## config.mk

```make
export PLATFORM = sky130hd
export DESIGN_NAME = lsu_dmem_ctrl
export DESIGN_NICKNAME = d
export VERILOG_FILES = /design/src/rtl/lsu_dmem_ctrl.sv
export SDC_FILE = /design/constraint.sdc
export NUM_CORES = 1
export LEC_CHECK = 0
export CAP_MARGIN = 20
export CORE_AREA = 2 2 182 184
export CTS_BUF_LIST = sky130_fd_sc_hd__clkbuf_16
export CTS_CLUSTER_DIAMETER = 80
export CTS_CLUSTER_SIZE = 24
export DETAILED_ROUTE_END_ITERATION = 10
export DIE_AREA = 0 0 184 186
export PLACE_DENSITY = 0.75
export SLEW_MARGIN = 20
export SYNTH_ARGS = -nofsm -noshare
export SYNTH_HDL_FRONTEND = slang
export SYNTH_SLANG_ARGS = --single-unit
```

## constraint.sdc

```tcl
create_clock -name clk -period 20 [get_ports clk]
set_input_delay 6 -clock clk [delete_from_list [all_inputs] [get_ports clk]]
set_output_delay 6 -clock clk [all_outputs]
set_load 0.01 [all_outputs]
```

## src/rtl/lsu_dmem_ctrl.sv

```systemverilog
// Load/store controller: accepts one request at a time, drives one dmem access cycle,
// and returns a registered, extended load result or error flags to writeback.
module lsu_dmem_ctrl #(
    parameter logic [63:0] MEM_BASE  = 64'h0000_0000_8000_0000,
    parameter logic [63:0] MEM_BYTES = 64'h0000_0000_0800_0000
) (
    input  logic        clk,
    input  logic        reset,
    input  logic        req_valid,
    output logic        req_ready,
    input  logic        req_is_store,
    input  logic [1:0]  req_size,
    input  logic        req_unsigned,
    input  logic [63:0] req_addr,
    input  logic [63:0] req_wdata,
    input  logic [4:0]  req_rd,
    output logic        dmem_en,
    output logic [63:0] dmem_addr,
    input  logic [63:0] dmem_rdata,
    output logic [63:0] dmem_wdata,
    output logic [63:0] dmem_wmask,
    output logic        dmem_wen,
    output logic        resp_valid,
    input  logic        resp_ready,
    output logic [63:0] resp_data,
    output logic [4:0]  resp_rd,
    output logic        resp_is_store,
    output logic        resp_misaligned,
    output logic        resp_fault
);

    typedef enum logic [1:0] {IDLE, ACCESS, RESP} state_t;

    state_t      state_q, state_d;
    logic        isStore_q, isStore_d;
    logic [1:0]  size_q, size_d;
    logic        unsigned_q, unsigned_d;
    logic [63:0] addr_q, addr_d;
    logic [63:0] wdata_q, wdata_d;
    logic [4:0]  rd_q, rd_d;
    logic [63:0] respData_q, respData_d;
    logic        misaligned_q, misaligned_d;
    logic        fault_q, fault_d;

    logic        accept;
    logic        reqMisaligned;
    logic        reqFault;
    logic [5:0]  shamt;
    logic [63:0] laneMask;
    logic [63:0] shiftedRdata;
    logic [63:0] loadExt;

    assign shamt        = {addr_q[2:0], 3'b000};
    assign shiftedRdata = dmem_rdata >> shamt;

    always_comb begin
        reqMisaligned = ((req_size == 2'd1) && req_addr[0])
                     || ((req_size == 2'd2) && (req_addr[1:0] != 2'b00))
                     || ((req_size == 2'd3) && (req_addr[2:0] != 3'b000));
        // Subtraction only happens once addr >= MEM_BASE, so it cannot wrap.
        reqFault = (req_addr < MEM_BASE) || ((req_addr - MEM_BASE) >= MEM_BYTES);
    end

    always_comb begin
        laneMask = 64'hFFFF_FFFF_FFFF_FFFF;
        loadExt  = shiftedRdata;
        case (size_q)
            2'd0: begin
                laneMask = 64'h0000_0000_0000_00FF;
                loadExt  = unsigned_q ? {56'd0, shiftedRdata[7:0]}
                                      : {{56{shiftedRdata[7]}}, shiftedRdata[7:0]};
            end
            2'd1: begin
                laneMask = 64'h0000_0000_0000_FFFF;
                loadExt  = unsigned_q ? {48'd0, shiftedRdata[15:0]}
                                      : {{48{shiftedRdata[15]}}, shiftedRdata[15:0]};
            end
            2'd2: begin
                laneMask = 64'h0000_0000_FFFF_FFFF;
                loadExt  = unsigned_q ? {32'd0, shiftedRdata[31:0]}
                                      : {{32{shiftedRdata[31]}}, shiftedRdata[31:0]};
            end
            default: begin
                laneMask = 64'hFFFF_FFFF_FFFF_FFFF;
                loadExt  = shiftedRdata;
            end
        endcase
    end

    always_comb begin
        state_d      = state_q;
        isStore_d    = isStore_q;
        size_d       = size_q;
        unsigned_d   = unsigned_q;
        addr_d       = addr_q;
        wdata_d      = wdata_q;
        rd_d         = rd_q;
        respData_d   = respData_q;
        misaligned_d = misaligned_q;
        fault_d      = fault_q;
        dmem_en      = 1'b0;
        dmem_wen     = 1'b0;
        dmem_addr    = 64'd0;
        dmem_wdata   = 64'd0;
        dmem_wmask   = 64'd0;
        req_ready    = (state_q == IDLE) || ((state_q == RESP) && resp_ready);
        accept       = req_valid && req_ready;

        case (state_q)
            ACCESS: begin
                dmem_en    = 1'b1;
                dmem_wen   = isStore_q;
                dmem_addr  = {addr_q[63:3], 3'b000};
                dmem_wdata = wdata_q << shamt;
                dmem_wmask = laneMask << shamt;
                if (!isStore_q) begin
                    respData_d = loadExt;
                end
                state_d = RESP;
            end
            RESP: begin
                if (resp_ready) begin
                    state_d = IDLE;
                end
            end
            default: ;
        endcase

        // A new request may overlap the handoff of the previous response.
        if (accept) begin
            isStore_d    = req_is_store;
            size_d       = req_size;
            unsigned_d   = req_unsigned;
            addr_d       = req_addr;
            wdata_d      = req_wdata;
            rd_d         = req_rd;
            respData_d   = 64'd0;
            misaligned_d = reqMisaligned;
            fault_d      = reqFault;
            state_d      = (reqMisaligned || reqFault) ? RESP : ACCESS;
        end
    end

    always_ff @(posedge clk or posedge reset) begin
        if (reset) begin
            state_q      <= IDLE;
            isStore_q    <= 1'b0;
            size_q       <= 2'd0;
            unsigned_q   <= 1'b0;
            addr_q       <= 64'd0;
            wdata_q      <= 64'd0;
            rd_q         <= 5'd0;
            respData_q   <= 64'd0;
            misaligned_q <= 1'b0;
            fault_q      <= 1'b0;
        end else begin
            state_q      <= state_d;
            isStore_q    <= isStore_d;
            size_q       <= size_d;
            unsigned_q   <= unsigned_d;
            addr_q       <= addr_d;
            wdata_q      <= wdata_d;
            rd_q         <= rd_d;
            respData_q   <= respData_d;
            misaligned_q <= misaligned_d;
            fault_q      <= fault_d;
        end
    end

    assign resp_valid      = (state_q == RESP);
    assign resp_data       = respData_q;
    assign resp_rd         = rd_q;
    assign resp_is_store   = isStore_q;
    assign resp_misaligned = misaligned_q;
    assign resp_fault      = fault_q;

endmodule

```

Yosys cells after proc, flatten, opt, wreduce, memory -nomap -nowiden
Cells that the tools add are included.
{"block": "totals", "regBits": 205, "wordCells": 60, "input_bits": 205, "out_inout_bits": 268}
{"block": "classes", "n_reduce_logical": 18, "n_eq_ne": 9, "shifts": 3, "n_mux": 17, "addsub": 1, "magnitude_cmp": 2}
{"op": "two-way mux 64 bit", "n": 9}
{"op": "one-hot mux 64 bit (3 select lines)", "n": 2}
{"op": "left shift 64 x 6 -> 64 bit", "n": 2}
{"op": ">= comparator 64 x 28 -> 1 bit (second input constant)", "n": 1}
{"op": "less-than comparator 64 x 32 -> 1 bit (second input constant)", "n": 1}
{"op": "right shift 64 x 6 -> 64 bit", "n": 1}
{"op": "subtractor 64 x 32 -> 64 bit (second input constant)", "n": 1}
{"op": "equality test 2 bit (second input constant)", "n": 4}
{"op": "equality test 2 x 1 -> 1 bit (second input constant)", "n": 3}
{"op": "two-way mux 2 bit", "n": 3}
{"op": "nonzero test 3 bit", "n": 2}
{"op": "logical AND 1 bit", "n": 5}
{"op": "logical OR 1 bit", "n": 5}
{"op": "zero test 2 bit", "n": 2}
{"op": "one-hot mux 2 bit (2 select lines)", "n": 1}
{"op": "AND reduction 2 bit", "n": 2}
{"op": "nonzero test 2 bit", "n": 2}
{"op": "inequality test 3 x 1 -> 1 bit (second input constant)", "n": 1}
{"op": "two-way mux 1 bit", "n": 2}
{"op": "inequality test 2 x 1 -> 1 bit (second input constant)", "n": 1}

Logic depth before layout (Yosys ltp)
Gate-level depths: netlist of the first run.
{"block": "logic_depth", "word_depth": 7, "mapped_depth": 10, "depth_no_buf": 8}

Worst setup path before layout of the first run
Ideal clock, no wire load.
{"block": "synth_path", "kind": "input -> output", "from": "input port resp_ready", "to": "output port req_ready", "n_path_buf": 0, "path_stages": 2, "required_time_ns": 14.000, "slack_ns": 7.647, "t_arrival_ns": 6.353, "cell_sequence": "inv_1 > a21oi_1"}
{"block": "synth_between", "elab_chain_cells": 2}
{"element": "start, declared", "line": "24", "source": "input logic resp_ready,"}
{"element": "logical AND 1 bit", "line": "106", "source": "req_ready = (state_q == IDLE) || ((state_q == RESP) && resp_ready);"}
{"element": "logical OR 1 bit", "line": "106"}
{"element": "end, declared", "line": "10", "source": "output logic req_ready,"}
Every way passes these cells.

Worst setup path in the final report of the first run
Ends and elaborated chain as after synthesis.

==> results of run 1 <==
## power groups by stage
stage	Clock (µW)	Sequential (µW)	Combinational, µW
after floorplan	0	478	207
after global placement	0	502	294
after detailed placement	0	504	299
after CTS	316	496	301
after global routing	330	502	332
final	308	497	302
## cell usage after synthesis (6+ instances only)
| library cell | number | area share, % |
|---|---|---|
| nand2_1 | 474 | 14 |
| a21o_1 | 10 | 0.59 |
| nor2_1 | 90 | 2.6 |
| a211oi_1 | 46 | 2.7 |
| nand2b_1 | 6 | 0.29 |
| buf_1 | 11 | 0.32 |
| a2bb2oi_1 | 8 | 0.55 |
| inv_1 | 11 | 0.32 |
| buf_4 | 60 | 3.5 |
| o32ai_1 | 7 | 0.48 |
| and3_1 | 8 | 0.39 |
| nor3_1 | 21 | 0.82 |
| o21ai_0 | 86 | 3.4 |
| dfrtp_1 | 205 | 40 |
| mux4_2 | 10 | 1.8 |
| a221o_1 | 7 | 0.55 |
| mux2i_1 | 88 | 6.9 |
| a21oi_1 | 83 | 3.2 |
| nor4_1 | 7 | 0.34 |
| nand3_1 | 6 | 0.23 |
| clkbuf_1 | 86 | 2.5 |
| o21ai_2 | 10 | 0.68 |
| nor2b_1 | 36 | 1.8 |
| and2_1 | 71 | 3.5 |
| mux2_2 | 25 | 2.2 |
| buf_2 | 16 | 0.63 |
| a22o_1 | 25 | 1.7 |
| o2bb2ai_1 | 7 | 0.48 |
## per-stage QoR
step / std cells / util [%] / worst slack [ns] / area, µm² / hold slack (ns)
2_1_floorplan: 1574 / - / 7.65 / 12800 / 0.437
5_1_grt: 2313 / 54.9 / 6.30 / 17700 / 0.491
3_3_place_gp: 2289 / 53.5 / 6.43 / 17200 / 0.450
6_report: 2316 / 54.9 / 6.40 / 17700 / 0.470
3_5_place_dp: 2289 / 53.5 / 6.40 / 17200 / 0.454
4_1_cts: 2313 / 54.9 / 6.38 / 17700 / 0.476
## routing by layer
| metal | share of wire, % | global-route usage [%] | routed length [µm] | vias to the layer above |
|---|---|---|---|---|
| met2 | 48 | 45.3 | 23000 | 548 |
| met3 | 7.5 | 5.28 | 3560 | 100 |
| met1 | 40 | 34.4 | 19300 | 6077 |
| li1 | - | - | - | 5929 |
| met4 | 3.7 | 9.79 | 1780 | 6 |
| met5 | 0.094 | 0 | 45 | - |
## worst reg2reg max path, cell delays in order (launching register included)
cell	delay, ns
dfrtp_4	1.09
buf_4	0.94
mux2_2	0.51
mux4_2	0.54
a2bb2oi_4	0.28
o311a_2	0.26
nand2b_4	0.33
o21ai_0	0.16
## logic make-up (layout without fill, tap and decap cells)
logic type                 after synthesis  count (layout)  share of synthesized area [%]
xor gates and xnor gates                 4               4                          0.274
adders and majority gates                1               1                         0.0977
and+or+nand+nor                        742             742                           25.3
AOI/OAI and AO/OA                      308             308                           15.7
muxes                                  124             124                           11.0
DFF                                    205             205                           40.1
other                                    1               6                         0.0293
buffers and inverters                  187             518                           7.61
## worst max path at each step
stage | slack (ns) | end | cells after the start
6_report | 6.40 | req_ready | 4
5_1_grt | 6.30 | req_ready | 4
4_1_cts | 6.38 | req_ready | 4
3_5_place_dp | 6.40 | req_ready | 4
3_3_place_gp | 6.43 | req_ready | 4
2_1_floorplan | 7.65 | req_ready | 2
## final cells by class
class                      instances  share of cell area, %
multi-input combinational       1182                   38.0
clock inverter                     9                  0.481
antenna                            3                 0.0424
clock buffer                      15                   2.12
inverter                          11                  0.276
tap                              408                   2.89
timing repair buffer             483                   27.1
sequential                       205                   29.0
## flip-flops by register name (all words and copies together), names as in the netlist
register / flops
addr_q: 64
resp_data: 64
wdata_q: 64
resp_rd: 5
size_q: 2
state_q: 2
resp_fault: 1
resp_is_store: 1
resp_misaligned: 1
unsigned_q: 1
==> results.json, run 1 <==
{
  "die_x_um": 184,
  "crit_start": "resp_ready",
  "drc_errors": 0,
  "initial_core_util_pct": 39.7,
  "async_flop_share_pct": 100,
  "fmax_mhz": 73.5,
  "internal_power_uw": 727,
  "routed_wl_um": 47700,
  "cts-buffers-inserted": 14,
  "gp_congestion": 0.974,
  "start_kind": "input port",
  "irDropWorstVdd_mv": 0.0620,
  "area.growth.synth_to_final_pct": 38.2,
  "syn_area_per_cell_um2": 8.14,
  "synth_cell_type_count": 61,
  "crit_path_top_delay_cell": "clkdlybuf4s50_1",
  "grt_max_degree": 136,
  "die-area_um2": 34200,
  "row_count": 66,
  "end_kind": "output pin",
  "postSynthCellCount": 1572,
  "cts_resized": 0,
  "grt_overflow_total": 0,
  "cp.required_ns": 14.00,
  "fin_nets": 2103,
  "yosysSeqAreaShare_pct": 40.1,
  "grt_antenna_before_repair": 5,
  "maxCapViolations": 0,
  "relSlewSlack_pct": 29.6,
  "clockBufferDepth": 3,
  "hold_depth": 2,
  "period_minus_slack_ns": 13.60,
  "multiInputGateArea_um2": 6720,
  "grt_pass1_vias": 12164,
  "crit_type": "input port to output pin",
  "worstReg2RegEnd": "resp_data[59]",
  "grt_use_total_pct": 26.9,
  "min-delay-start": "addr_q[57]",
  "cp.arrival_ns": 7.60,
  "hold_viol": 0,
  "viasPerCell": 5.47,
  "min_path_type": "flop to flop",
  "status": "finished, final reports clean",
  "worst_path_most_repeated_cell": "clkdlybuf4s50_1",
  "port_buffers": 469,
  "num_io_pins": 473,
  "rr_worst_depth": 7,
  "die_y_um": 186,
  "clock_latency_ns": 0.49,
  "wire_per_inst_um": 20.6,
  "crit_family": "buffers and inverters",
  "cts_tree": "done",
  "cts_root_buf": "clkbuf_16",
  "pwr-share-clk_pct": 27.8,
  "fillers": 2976,
  "cp_num_buf_inv": 3,
  "most-common-layout-cells": "nand2_1, clkdlybuf4s50_1, dfrtp_1",
  "worst_pin_slew_ns": 1.05,
  "cp_slowest_stage_delay_ns": 0.69,
  "grt_first_pass_wirelength_um": 71500,
  "min_to": "addr_q[57]",
  "cts_max_level": 1,
  "total_power_uw": 1110,
  "synth.cell_area_um2": 12800,
  "drt_pass1_iterations": 5,
  "dp_hpwl_um": 34400,
  "drive_gt1_share_pct": 5.41,
  "setup_viol": 0,
  "clk_pin_slew_worst_paths_ns": 0.09,
  "finalCritPeriodShare_pct": 68.0,
  "rsz0062_at_grt": "no",
  "synth_seq_cells": 205,
  "power.switching_uw": 379,
  "drt_iter0_markers": 908,
  "swShare_pct": 34.3,
  "ys.flop_type": "dfrtp_1",
  "core-area_um2": 32200,
  "combPwrFrac_pct": 27.3,
  "final_common_cell": "nand2_1",
  "final.setup.tns_ns": 0,
  "cts_setup_buffers": 0,
  "regArea_um2": 5140,
  "rr_startpoint": "addr_q[1]",
  "cp_max_fo": 5,
  "fin_worst_skew_ns": 0.0163,
  "p_seq_share_pct": 44.9,
  "rrSetupSlack_ns": 15.76,
  "ant_nets": 0,
  "vias": 12660,
  "p_leak_uw": 0.00768,
  "cp_cell_sequence": "clkdlybuf4s50_1 > inv_1 > a21oi_1 > clkdlybuf4s50_1",
  "powerDensity_nw_per_um2": 62.6,
  "drv_slew": 0,
  "cts.sink_count": 205,
  "synth_warnings": 0,
  "synth_edf_count": 0,
  "ctsHoldBuffers": 0
}
Note: power is estimated with default switching activity, not from simulation.
==> inputs of run 2 (changes only) <==
clock period = 13.6 ns   (was 20 ns; I/O delays follow)
==> results.json, run 2 (synthesis results as in run 1) <==
{
  "status": "finished, final reports clean",
  "end_kind": "output pin",
  "cts_resized": 0,
  "crit_end": "req_ready",
  "row_count": 66,
  "rrSetupSlack_ns": 9.45,
  "stdcell_count": 2317,
  "cp_max_fo": 5,
  "core-area_um2": 32200,
  "dp_hpwl_um": 34700,
  "final_common_cell": "nand2_1",
  "cp.required_ns": 9.52,
  "drive_gt1_share_pct": 5.56,
  "cp.arrival_ns": 5.66,
  "crit_start": "resp_ready",
  "grt_pass1_vias": 12372,
  "powerDensity_nw_per_um2": 93.2,
  "drt_pass1_iterations": 6,
  "setup_viol": 0,
  "rsz0062_at_grt": "no",
  "irDropWorstVdd_mv": 0.0713,
  "most-common-layout-cells": "nand2_1, clkdlybuf4s50_1, dfrtp_1",
  "crit_type": "input port to output pin",
  "drc_errors": 0,
  "min_path_type": "flop to flop",
  "cts.sink_count": 205,
  "finalCritPeriodShare_pct": 71.6,
  "p_leak_uw": 0.00768,
  "cts_root_buf": "clkbuf_16",
  "fin_nets": 2105,
  "grt_use_total_pct": 27.2,
  "hold_viol": 0,
  "ctsHoldBuffers": 0,
  "viasPerCell": 5.48,
  "fin_worst_skew_ns": 0.0203,
  "cts_max_level": 1,
  "final.setup.tns_ns": 0,
  "worst_pin_slew_ns": 1.07,
  "grt_max_degree": 136,
  "cts_tree": "done",
  "die-area_um2": 34200,
  "initial_core_util_pct": 39.7,
  "start_kind": "input port",
  "fmax_mhz": 103,
  "fillers": 2956,
  "min-delay-start": "addr_q[55]",
  "cts_setup_buffers": 0,
  "grt_first_pass_wirelength_um": 72100,
  "maxCapViolations": 0,
  "grt_antenna_before_repair": 4,
  "rr_startpoint": "addr_q[1]",
  "rr_worst_depth": 7,
  "gp_congestion": 0.975,
  "area.growth.synth_to_final_pct": 38.3,
  "die_x_um": 184,
  "vias": 12702,
  "wire_per_inst_um": 20.9,
  "drt_iter0_markers": 929,
  "routed_wl_um": 48400,
  "drv_slew": 0,
  "cts-buffers-inserted": 15,
  "num_io_pins": 473,
  "place_inst": 2290,
  "ant_nets": 0,
  "clock_latency_ns": 0.50,
  "relSlewSlack_pct": 28.4,
  "grt_overflow_total": 0,
  "port_buffers": 469,
  "die_y_um": 186,
  "clockBufferDepth": 3,
  "worstReg2RegEnd": "resp_data[61]",
  "period_minus_slack_ns": 9.74,
  "clk_pin_slew_worst_paths_ns": 0.09
}
[run 2: cell count changes in the layout (fill, tap and decap cells not counted)]
cell,before,now
buf_4,13,15
buf_6,1,0
bufinv_16,0,1
clkinv_2,0,2
clkinv_4,2,1
clkinv_8,2,0
clkinvlp_4,1,3
diode_2,3,1
[run 2: worst min path at each step]
stage                     slack, ns  cells past startpoint         end
after CTS                      0.48                      2  addr_q[59]
after detailed placement       0.45                      2  addr_q[59]
after floorplan                0.44                      2  addr_q[10]
after global placement         0.45                      2  addr_q[60]
final                          0.47                      2  addr_q[55]
after global routing           0.49                      2  addr_q[46]
[run 2: area by class of cell]
class                      instances  area (µm²)  area share (%)
clock inverter                    11        98.8           0.558
antenna                            1        2.50          0.0141
clock buffer                      15         375            2.12
sequential                       205        5140            29.0
timing repair buffer             484        4810            27.2
tap                              408         510            2.88
multi-input combinational       1182        6720            38.0
inverter                          11        48.8           0.276
[run 2: worst max-delay path, stage by stage]
cell	delay, ns
clkdlybuf4s50_1	0.46
inv_1	0.04
a21oi_1	0.41
clkdlybuf4s50_1	0.67
[run 2: metal layers]
metal	wire length (µm)	global-route usage, %
met2	23000	44.8
met1	19500	35.0
met5	33	0
met3	3710	4.75
met4	2160	12.1
[run 2: report_power, final]
part | leakage [µW] | switching [µW] | internal (µW) | total, µW
Clock | 0.000229 | 246 | 227 | 474
Combinational | 0.00484 | 249 | 197 | 446
Sequential | 0.00262 | 68.6 | 663 | 731
Total | 0.00768 | 564 | 1090 | 1650
[run 2: metrics by stage]
stage / hold WS, ns / worst slack (ns) / area, µm² / power [µW] / util (%)
6_report: 0.472 / 3.86 / 17700 / 1650 / 55.0
2_1_floorplan: 0.437 / 3.92 / 12800 / 1010 / -
3_5_place_dp: 0.454 / 3.90 / 17200 / 1180 / 53.5
4_1_cts: 0.477 / 3.88 / 17700 / 1660 / 55.0
5_1_grt: 0.495 / 3.78 / 17700 / 1740 / 55.0
3_3_place_gp: 0.450 / 3.91 / 17200 / 1170 / 53.5
